==> config.mk <==
export PLATFORM = sky130hd
export DESIGN_NAME = instruction_fetch_unit_flat
export DESIGN_NICKNAME = d
export VERILOG_FILES = /design/src/rtl/instruction_fetch_unit_pkg.sv /design/src/rtl/instruction_fetch_unit_if.sv /design/src/rtl/instruction_fetch_unit_if_id_register.sv /design/src/rtl/instruction_fetch_unit.sv /design/src/flat_wrapper.sv
export SDC_FILE = /design/constraint.sdc
export NUM_CORES = 1
export LEC_CHECK = 0
export CAP_MARGIN = 20
export CORE_UTILIZATION = 45
export CTS_CLUSTER_SIZE = 10
export DETAILED_ROUTE_END_ITERATION = 10
export GPL_TIMING_DRIVEN = 0
export PLACE_DENSITY = 0.82
export SYNTH_ARGS = -nofsm -noshare
export SYNTH_HDL_FRONTEND = slang
export SYNTH_SLANG_ARGS = --single-unit
==> constraint.sdc <==
create_clock -name clk -period 4.88 [get_ports clk]
set_input_delay 0.976 -clock clk [delete_from_list [all_inputs] [get_ports clk]]
set_output_delay 0.976 -clock clk [all_outputs]
set_load 0.03 [all_outputs]
==> src/rtl/instruction_fetch_unit_pkg.sv <==
// -----------------------------------------------------------------------------
// instruction_fetch_unit_pkg
//   Shared definitions for the fetch stage: FSM state encodings, instruction
//   size, default bubble encoding, the IF/ID payload type and the address
//   range/alignment helpers used by the fetch control logic.
//   No ports (package).
// -----------------------------------------------------------------------------
package instruction_fetch_unit_pkg;

  // Fetch FSM encodings (kept as plain constants for legacy compatibility)
  localparam logic [1:0] STATE_BOOT = 2'd0;
  localparam logic [1:0] STATE_RUN  = 2'd1;
  localparam logic [1:0] STATE_HALT = 2'd2;

  localparam logic [63:0] INST_BYTES  = 64'd4;
  localparam logic [31:0] DEFAULT_NOP = 32'h00000013;  // addi x0,x0,0

  // Contents of the IF/ID pipeline register
  typedef struct packed {
    logic [63:0] pc;
    logic [31:0] inst;
    logic        valid;
  } if_id_t;

  // The compare is done in 65 bits so a PC close to 2^64 cannot wrap past
  // the limit and look in range.
  function automatic logic pc_out_of_range(input logic [63:0] pc,
                                           input logic [64:0] limit);
    logic [64:0] end_addr;
    end_addr = {1'b0, pc} + {1'b0, INST_BYTES};
    return (end_addr > limit);
  endfunction

  function automatic logic addr_misaligned(input logic [63:0] addr);
    return (addr[1:0] != 2'b00);
  endfunction

endpackage

==> src/rtl/instruction_fetch_unit_if.sv <==
// -----------------------------------------------------------------------------
// instruction_fetch_unit_if
//   Bundles the fetch stage's memory bus, hazard/branch controls and the
//   IF/ID outputs.
//   master : fetch unit side (drives Inst_Address, IF/ID and status flags)
//   slave  : environment side (memory, hazard unit, execute stage)
// -----------------------------------------------------------------------------
interface instruction_fetch_unit_if;
  logic [63:0] Inst_Address;
  logic [31:0] Instruction;
  logic        Stall;
  logic        Branch_Taken;
  logic [63:0] Branch_Target;
  logic [63:0] IF_ID_PC;
  logic [31:0] IF_ID_Instruction;
  logic        IF_ID_Valid;
  logic        Fetch_Fault;
  logic        Fetch_Halted;

  modport master (
    output Inst_Address, IF_ID_PC, IF_ID_Instruction, IF_ID_Valid,
           Fetch_Fault, Fetch_Halted,
    input  Instruction, Stall, Branch_Taken, Branch_Target
  );

  modport slave (
    input  Inst_Address, IF_ID_PC, IF_ID_Instruction, IF_ID_Valid,
           Fetch_Fault, Fetch_Halted,
    output Instruction, Stall, Branch_Taken, Branch_Target
  );
endinterface

==> src/rtl/instruction_fetch_unit_if_id_register.sv <==
// -----------------------------------------------------------------------------
// instruction_fetch_unit_if_id_register
//   IF/ID pipeline register (pc, instruction, valid).
//   Ports:
//     clk, reset_n : clock, asynchronous active-low reset (loads a bubble)
//     flush        : load a bubble (highest priority)
//     hold         : keep current contents
//     load         : capture d
//     d / q        : payload in / registered payload out
// -----------------------------------------------------------------------------
module instruction_fetch_unit_if_id_register
  import instruction_fetch_unit_pkg::*;
#(
  parameter logic [31:0] NOP_INST = DEFAULT_NOP
) (
  input  logic   clk,
  input  logic   reset_n,
  input  logic   flush,
  input  logic   hold,
  input  logic   load,
  input  if_id_t d,
  output if_id_t q
);

  localparam if_id_t BUBBLE = '{pc: 64'd0, inst: NOP_INST, valid: 1'b0};

  if_id_t q_r;

  // Pipeline register update: flush > hold > load
  always_ff @(posedge clk or negedge reset_n) begin
    if (!reset_n) begin
      q_r <= BUBBLE;
    end else if (flush) begin
      q_r <= BUBBLE;
    end else if (hold) begin
      q_r <= q_r;
    end else if (load) begin
      q_r <= d;
    end else begin
      q_r <= q_r;
    end
  end

  assign q = q_r;

endmodule

==> src/rtl/instruction_fetch_unit.sv <==
// -----------------------------------------------------------------------------
// instruction_fetch_unit
//   Fetch stage in front of the instruction memory. Owns the PC (driven
//   straight out as Inst_Address), captures the returned instruction into
//   IF/ID, and handles stall, branch redirect/flush, misaligned-target fault
//   and end-of-memory halt.
//   Ports:
//     clk     : rising-edge clock
//     reset_n : asynchronous active-low reset
//     bus     : master side of instruction_fetch_unit_if
// -----------------------------------------------------------------------------
module instruction_fetch_unit
  import instruction_fetch_unit_pkg::*;
#(
  parameter logic [63:0] RESET_PC   = 64'h0,
  parameter logic [63:0] IMEM_BYTES = 64'd16,
  parameter logic [31:0] NOP_INST   = DEFAULT_NOP
) (
  input  logic                       clk,
  input  logic                       reset_n,
  instruction_fetch_unit_if.master   bus
);

  logic [63:0] pc_r;
  logic [63:0] pc_next_s;
  logic [63:0] pc_plus4_s;
  logic [1:0]  state_r;
  logic [1:0]  state_next_s;
  logic        fault_r;
  logic        fault_next_s;
  logic        halted_r;
  logic        range_bad_s;
  logic        flush_s;
  logic        hold_s;
  logic        load_s;
  if_id_t      if_id_d_s;
  if_id_t      if_id_q_s;

  assign pc_plus4_s  = pc_r + INST_BYTES;
  assign range_bad_s = pc_out_of_range(pc_r, {1'b0, IMEM_BYTES}) ||
                       addr_misaligned(pc_r);
  assign if_id_d_s   = '{pc: pc_r, inst: bus.Instruction, valid: 1'b1};

  // Next-state, next-PC and IF/ID control; branch > range > stall > normal
  always_comb begin
    pc_next_s    = pc_r;
    state_next_s = state_r;
    fault_next_s = fault_r;
    flush_s      = 1'b0;
    hold_s       = 1'b0;
    load_s       = 1'b0;
    case (state_r)
      STATE_BOOT: begin
        flush_s      = 1'b1;
        state_next_s = STATE_RUN;
      end
      STATE_RUN: begin
        if (bus.Branch_Taken) begin
          flush_s = 1'b1;
          if (!addr_misaligned(bus.Branch_Target)) begin
            pc_next_s = bus.Branch_Target;
          end else begin
            fault_next_s = 1'b1;
            state_next_s = STATE_HALT;
          end
        end else if (range_bad_s) begin
          flush_s      = 1'b1;
          state_next_s = STATE_HALT;
        end else if (bus.Stall) begin
          hold_s = 1'b1;
        end else begin
          load_s    = 1'b1;
          pc_next_s = pc_plus4_s;
        end
      end
      STATE_HALT: begin
        flush_s = 1'b1;
      end
      default: begin
        // Unreachable encoding: park safely in HALT
        flush_s      = 1'b1;
        state_next_s = STATE_HALT;
      end
    endcase
  end

  // PC, FSM state and sticky status flags
  always_ff @(posedge clk or negedge reset_n) begin
    if (!reset_n) begin
      pc_r     <= RESET_PC;
      state_r  <= STATE_BOOT;
      fault_r  <= 1'b0;
      halted_r <= 1'b0;
    end else begin
      pc_r     <= pc_next_s;
      state_r  <= state_next_s;
      fault_r  <= fault_next_s;
      halted_r <= (state_next_s == STATE_HALT);
    end
  end

  instruction_fetch_unit_if_id_register #(
    .NOP_INST (NOP_INST)
  ) u_if_id (
    .clk     (clk),
    .reset_n (reset_n),
    .flush   (flush_s),
    .hold    (hold_s),
    .load    (load_s),
    .d       (if_id_d_s),
    .q       (if_id_q_s)
  );

  assign bus.Inst_Address      = pc_r;
  assign bus.IF_ID_PC          = if_id_q_s.pc;
  assign bus.IF_ID_Instruction = if_id_q_s.inst;
  assign bus.IF_ID_Valid       = if_id_q_s.valid;
  assign bus.Fetch_Fault       = fault_r;
  assign bus.Fetch_Halted      = halted_r;

endmodule

==> src/flat_wrapper.sv <==
// flat-port wrapper written by rule: the top's interface ports become plain ports
module instruction_fetch_unit_flat import instruction_fetch_unit_pkg::*;
#(
  parameter logic [63:0] RESET_PC   = 64'h0,
  parameter logic [63:0] IMEM_BYTES = 64'd16,
  parameter logic [31:0] NOP_INST   = DEFAULT_NOP
)
  (clk, reset_n, bus_Inst_Address, bus_IF_ID_PC, bus_IF_ID_Instruction, bus_IF_ID_Valid, bus_Fetch_Fault, bus_Fetch_Halted, bus_Instruction, bus_Stall, bus_Branch_Taken, bus_Branch_Target);
  instruction_fetch_unit_if bus_i ();
  input  logic clk;
  input  logic reset_n;
  output wire logic [$bits(bus_i.Inst_Address)-1:0] bus_Inst_Address;
  output wire logic [$bits(bus_i.IF_ID_PC)-1:0] bus_IF_ID_PC;
  output wire logic [$bits(bus_i.IF_ID_Instruction)-1:0] bus_IF_ID_Instruction;
  output wire logic [$bits(bus_i.IF_ID_Valid)-1:0] bus_IF_ID_Valid;
  output wire logic [$bits(bus_i.Fetch_Fault)-1:0] bus_Fetch_Fault;
  output wire logic [$bits(bus_i.Fetch_Halted)-1:0] bus_Fetch_Halted;
  input wire logic [$bits(bus_i.Instruction)-1:0] bus_Instruction;
  input wire logic [$bits(bus_i.Stall)-1:0] bus_Stall;
  input wire logic [$bits(bus_i.Branch_Taken)-1:0] bus_Branch_Taken;
  input wire logic [$bits(bus_i.Branch_Target)-1:0] bus_Branch_Target;
  assign bus_Inst_Address = bus_i.Inst_Address;
  assign bus_IF_ID_PC = bus_i.IF_ID_PC;
  assign bus_IF_ID_Instruction = bus_i.IF_ID_Instruction;
  assign bus_IF_ID_Valid = bus_i.IF_ID_Valid;
  assign bus_Fetch_Fault = bus_i.Fetch_Fault;
  assign bus_Fetch_Halted = bus_i.Fetch_Halted;
  assign bus_i.Instruction = bus_Instruction;
  assign bus_i.Stall = bus_Stall;
  assign bus_i.Branch_Taken = bus_Branch_Taken;
  assign bus_i.Branch_Target = bus_Branch_Target;
  instruction_fetch_unit #(.RESET_PC(RESET_PC), .IMEM_BYTES(IMEM_BYTES), .NOP_INST(NOP_INST)) u_core (.clk(clk), .reset_n(reset_n), .bus(bus_i));
endmodule
==> results.tsv, run 1 <==
metric	value	unit
GRT met1 Usage	39.0	%
total CTS buffers	17	
GR Util met2	50.4	%
Initial DRC Count	678	
Pwr per Cell Area	280	mW/mm^2
Routed WL	29.6	mm
Syn-to-layout area delta	42.8	%
max-cap violation count	0	
FILL cells	1479	
cell-internal power	2.39	mW
nets@finish	1263	
Tcrit/Tclk final	94.2	%
port bufs	261	
met3 Use GR	10.0	%
routed vias	8129	
DPL Wire Length	21.8	mm
Setup TNS Final	0	ns
I/O pins	263	
ys flop type	dfrtp_1	
Seq. cell area	0.00413	sq mm
CP delay by family, top	simple AND/OR/NAND/NOR gates	
final hold violations	0	
Clock Path Buffers	2	
Reg clk slew, reported paths	0.07	ns
worst-path cell chain	ha_1, nand4_4, or4_4, buf_2, nor4_2, xnor2_1, o311ai_0, nor4_1, o2111a_1, nand4_1, nor2_4, clkbuf_1, and2_1	
Core Rows	49	
Mapped Cells	878	
DP Area	0.0113	sq mm
worst slew pin tran	1.03	ns
TritonRoute pass-1 iters	8	
Vias/cell	5.79	
first-pass GRT wire length	46.3	mm
GR Util All Layers	31.5	%
initial antenna violation count	0	
Post-synth EDFFs	0	
fin crit period	4.60	ns
slowest CP cell	or4_4	
area share of the largest cell type after synthesis	48.5	%
count leader, synth	dfrtp_1	
Mapped Avg Cell Area	9.51	sq um
placed cell count	1369	
DRC	29	
clock latency at the later pin of the worst-skew pair	0.44	ns
post-DR wirelength/cell	21.1	um
area leader, netlist	dfrtp_1	
most instantiated cells after synthesis	dfrtp_1 (162), nand2_1 (95), nor2_1 (83)	
effective utilization at floorplan	46.2	%
CTS Root Cell	clkbuf_16	
Async SR Flop Fraction	100	%
Netlist Area Pre-Place	0.00835	sq mm
clock sink count	165	
die width	138	um
Synth Net Count	979	
Multi-input gate area	0.00393	sq mm
fin cells	1404	
Die Height	138	um
Crit path largest cell delay	0.62	ns
Peak VDD IR	0.000306	V
startpoint types	register	
post-synthesis register bit count	165	
Diodes inserted	0	
RR Startpoint	u_core.bus.Inst_Address[2]	
grt peak-use layer	met2	
Critical path origin	u_core.bus.Inst_Address[2]	
FMAX	0.218	GHz
vias in the first global route	8196	
status	finished, violations left	
fin area	0.0119	sq mm
violated checks	DRC	
share of cells above drive strength 1	7.57	%
gr ovfl total	0	
GPL Wtd Cong	0.972	
full die area	0.0191	sq mm
register area share after synthesis	49.5	%
TritonCTS clock tree	yes	
Yosys cell types	60	
final setup violation count	0	
Hold WC Path Type	in -> async	
Yosys Warn Count	0	
H-Tree Level Count	4	
dominant cells by area after synthesis	dfrtp_1 (49%), mux2i_1 (5.0%), and2_1 (5.0%), nand2_1 (4.3%), nor2_1 (3.7%)	
clk_skew	0.0147	ns
Max-Slew Margin vs Limit	31.0	%
Net Sw Frac	28.4	%
Worst Setup End Kind	register	
critical path class	reg -> reg	
clock network power share	41.6	%
Max Slew Vio Count	0	
Comb pwr share	14.3	%
leakage power	5.00	nW
Buf/Inv on CP	2	
antenna-violating nets left	0	
peak fanout along the critical path	10	
largest net degree at the start of global routing	110	
register share of total power	44.1	%
RSZ-0062 raised after global routing	false	
net load switching power	0.948	mW
worst endpoint data arrival time	4.97	ns
CORE AREA	0.0181	sq mm
CP required	5.25	ns
==> placed cells by master, fill, tap and decap left out, types with 5 or more instances in the layout <==
| master | count |
|---|---|
| clkdlybuf4s50_1 | 260 |
| dfrtp_1 | 162 |
| nand2_1 | 95 |
| nor2_1 | 82 |
| and2_1 | 67 |
| nand3_1 | 47 |
| mux2i_1 | 42 |
| a21oi_1 | 37 |
| o21ai_0 | 36 |
| clkbuf_1 | 33 |
| nand4_1 | 32 |
| nor3_1 | 22 |
| xnor2_1 | 20 |
| inv_1 | 19 |
| nor4_1 | 17 |
| clkbuf_16 | 17 |
| and4_1 | 15 |
| buf_2 | 12 |
| and3_1 | 11 |
| mux2_2 | 11 |
| xor2_1 | 10 |
| a31oi_1 | 10 |
| or3_1 | 8 |
| a31o_2 | 8 |
| o22ai_1 | 7 |
| a22oi_1 | 7 |
| nor2b_1 | 5 |
| buf_1 | 5 |
==> through the flow <==
| stage | hold WS [ns] | worst slack [ns] | total power [mW] | utilization [%] |
|---|---|---|---|---|
| after global placement | 0.456 | -3.94 | 1.96 | 62.2 |
| final | 0.446 | 0.283 | 3.34 | 65.9 |
| after CTS | 0.465 | 0.0112 | 3.35 | 65.7 |
| after detailed placement | 0.459 | 0.0115 | 1.97 | 62.4 |
| after global routing | 0.490 | 0.0568 | 3.44 | 65.9 |
| after floorplan | 0.480 | 1.13 | 1.71 | - |
==> power groups by stage <==
stage	Clock [mW]	Combinational [mW]	Sequential, mW
after floorplan	0	0.158	1.55
after global placement	0	0.468	1.50
after detailed placement	0	0.476	1.50
after CTS	1.40	0.478	1.47
after global routing	1.45	0.512	1.48
final	1.39	0.479	1.47
==> path summary, 6_finish.rpt <==
kind,endpoint,slack (ns),depth (start not counted)
max,u_core.u_if_id.q[60],0.28,13
min,u_core.bus.Inst_Address[52],0.45,1
max reg2reg,u_core.u_if_id.q[60],0.28,13
min reg2reg,u_core.u_if_id.q[70],0.48,1
max in group asynchronous,u_core.bus.Inst_Address[0],3.54,2
min in group clk,u_core.u_if_id.q[70],0.48,1
==> layout make-up <==
class / instances / share of cell area (%)
well taps: 229 / 2.40
flip-flops and latches: 165 / 34.6
plain buffers: 53 / 1.99
clock inverters: 14 / 1.41
repair buffers: 265 / 22.4
multi-input cells: 641 / 32.9
clock buffers: 18 / 3.60
inverters: 19 / 0.598
==> sequential cells by signal, indices dropped and copies added, names as in the netlist <==
register,count
u_core.bus.Fetch_Halted,1
u_core.state_r,2
u_core.u_if_id.q,97
u_core.bus.Fetch_Fault,1
u_core.bus.Inst_Address,64
==> metal layers <==
layer	up-vias	share of wire [%]
met5	-	0
met4	0	3.6
met3	74	9.6
met2	423	46
met1	3948	41
li1	3684	-
==> cells by family after synthesis <==
| group | after synthesis | share of synthesized area [%] |
|---|---|---|
| adder cells (fa/ha/maj) | 1 | 0.150 |
| flip-flops | 165 | 49.5 |
| AND/OR/NAND/NOR | 429 | 27.4 |
| buffers and inverters | 72 | 3.70 |
| multiplexers | 53 | 6.52 |
| XOR/XNOR | 30 | 3.15 |
| AO/OA/AOI/OAI | 128 | 9.59 |
==> worst reg2reg max path, stage by stage (launching register included) <==
cell and delay [ns]:
dfrtp_1 0.49, ha_1 0.38, nand4_4 0.19, or4_4 0.62, buf_2 0.23, nor4_2 0.44, xnor2_1 0.21, o311ai_0 0.17
nor4_1 0.41, o2111a_1 0.38, nand4_1 0.22, nor2_4 0.26, clkbuf_1 0.34, and2_1 0.18
==> what timing repair did <==
item                                   in CTS  in global routing
setup endpoints to repair                  10                105
buffers inserted                            0                  2
endpoints found under the hold margin       0                  0
hold buffers                                0                  0
pin swaps                                   0                  1
resized for setup                           1                  2
(Power assumes the default switching activity.)
==> run 2, diff against run 1 <==
Settings changed: CORE_UTILIZATION 45 to 35, CTS_CLUSTER_DIAMETER from default to 200, PLACE_DENSITY 0.82 to 0.67.
==> results.tsv, run 2 (synthesized netlist as in run 1, its figures left out) <==
metric	value	unit	change
status	finished, final reports clean		
Net Sw Frac	30.4	%	+2.0 points
first-pass GRT wire length	48.1	mm	+3.9%
fin cells	1495		+6.5%
Power Total	3.33	mW	-0.33%
critical path class	reg -> reg		
share of cells above drive strength 1	7.66	%	+0.085 points
leakage power	5.01	nW	about the same
FMAX	0.211	GHz	-3.0%
final core utilization	51.3	%	-15 points
cell-internal power	2.32	mW	-3.2%
Max-Slew Margin vs Limit	33.5	%	+2.5 points
fin area	0.0120	sq mm	+0.93%
DPL Wire Length	23.0	mm	+5.7%
I/O pins	263		unchanged
Worst Setup End Kind	register		
max reg flops	97		unchanged
final setup margin	0.143	ns	-0.140 ns
Reg clk slew, reported paths	0.07	ns	about the same
Clock Path Buffers	2		unchanged
routed vias	7991		-1.7%
DP Worst Slack	-0.270	ns	-0.281 ns
Tcrit/Tclk final	97.1	%	+2.9 points
Vias/cell	5.35		-7.7%
Hold WC Path Type	reg -> reg		
clock sink count	165		unchanged
vias in the first global route	8195		-0.012%
DRC	0		-100%
worst-path cell chain	ha_1, nand4_4, or4_4, buf_2, nor4_2, xnor2_1, o311ai_0, nor4_1, o2111a_1, nand4_1, nor2_4, clkbuf_1, and2_1		
Buf/Inv on CP	2		unchanged
nets@finish	1263		unchanged
post-DR wirelength/cell	20.8	um	-1.4%
net load switching power	1.01	mW	+6.8%
clk_skew	0.0158	ns	+0.00117 ns
CORE AREA	0.0235	sq mm	+30%
full die area	0.0245	sq mm	+28%
effective utilization at floorplan	35.6	%	-11 points
most common cell after layout, fill and taps aside	clkdlybuf4s50_1		
TritonCTS clock tree	yes		
slowest CP cell	or4_4		
WHS	0.473	ns	+0.0268 ns
GR Util All Layers	26.2	%	-5.3 points
CP delay by family, top	simple AND/OR/NAND/NOR gates		
antenna-violating nets left	0		unchanged
Syn-to-layout area delta	44.1	%	
Comb pwr share	14.5	%	+0.2 points
total CTS buffers	17		unchanged
worst slew pin tran	0.998	ns	-0.0279 ns
Core Rows	56		+14%
hold-fix buffers at CTS	0		unchanged
peak fanout along the critical path	10		unchanged
Crit path largest cell delay	0.62	ns	about the same
initial antenna violation count	2		+2
Pwr per Cell Area	277	mW/mm^2	-1.3%
H-Tree Level Count	4		unchanged
final setup violation count	0		unchanged
Routed WL	31.1	mm	+5.0%
fin crit period	4.74	ns	+0.140 ns
TritonRoute pass-1 iters	6		-2
worst endpoint data arrival time	5.11	ns	+0.14 ns
port bufs	261		unchanged
CP required	5.25	ns	about the same
placed cell count	1459		+6.6%
Peak VDD IR	0.000219	V	-28%
DP Area	0.0114	sq mm	+1.0%
RSZ-0062 raised after global routing	false		
GPL Wtd Cong	0.988		+1.7%
die width	156	um	+13%
startpoint types	register		
final hold violations	0		unchanged
register share of total power	44.2	%	about the same
Initial DRC Count	586		-14%
gr ovfl total	0		unchanged
most frequent cells in the layout	clkdlybuf4s50_1 (260), dfrtp_1 (162), nand2_1 (95)		
CTS Root Cell	clkbuf_16		
Die Height	156	um	+13%
max-cap violation count	0		unchanged
clock latency at the later pin of the worst-skew pair	0.43	ns	about the same
Setup TNS Final	0	ns	unchanged
Max Slew Vio Count	0		unchanged
largest net degree at the start of global routing	94		-15%
clock network power share	41.4	%	-0.2 points
-- run 2: cell types whose count changed in the layout (fill, tap and decap cells not counted), sizes merged --
cell and change:
clkinv +3, bufinv -2, clkinvlp -2, inv +2
clkbuf -1, diode +1
-- run 2: what timing repair did --
item	CTS	global route
pin swaps	1	0
hold endpoints to repair	0	0
buffers inserted	2	0
gates resized for setup	2	1
cloned	0	0
endpoints found under the setup margin	103	60
-- run 2: area by class of cell --
class	count	area, sq um
plain buffers	53	238
repair buffers	265	2670
flip-flops and latches	165	4130
multi-input cells	641	3930
inverters	19	71.3
clock buffers	17	425
clock inverters	15	180
fillers	2202	11400
well taps	319	399
diodes	1	2.50
-- run 2: final timing paths --
path	start	end	slack, ns	depth (start not counted)
worst min register to register	u_core.bus.Fetch_Fault	u_core.bus.Fetch_Fault	0.47	1
worst min-delay path	u_core.bus.Fetch_Fault	u_core.bus.Fetch_Fault	0.47	1
worst max-delay path	u_core.bus.Inst_Address[2]	u_core.u_if_id.q[38]	0.14	13
max in group asynchronous	reset_n	u_core.u_if_id.q[36]	3.50	2
worst max register to register	u_core.bus.Inst_Address[2]	u_core.u_if_id.q[38]	0.14	13
min in group asynchronous	reset_n	u_core.bus.Inst_Address[25]	0.48	1
-- run 2: routing by layer --
layer | global-route usage, % | share of wire [%] | vias to the layer above
met4 | 10.2 | 3.0 | 2
li1 | - | - | 3681
met5 | 0 | 0.039 | -
met2 | 41.2 | 45 | 381
met3 | 8.56 | 10 | 60
met1 | 33.2 | 41 | 3867
-- run 2: power by group through the flow --
stage	logic (mW)	registers [mW]	clock network, mW
after floorplan	0.158	1.55	0
after global placement	0.478	1.49	0
after detailed placement	0.482	1.50	0
after CTS	0.484	1.47	1.41
after global routing	0.519	1.48	1.46
final	0.481	1.47	1.38
-- run 2: worst register-to-register path, stage by stage, from the launching register on --
cell      delay (ns)
dfrtp_1         0.47
ha_1            0.40
nand4_4         0.19
or4_4           0.62
buf_2           0.23
nor4_2          0.47
xnor2_1         0.21
o311ai_0        0.19
nor4_1          0.46
o2111a_1        0.38
nand4_1         0.21
nor2_4          0.29
clkbuf_1        0.37
and2_1          0.19
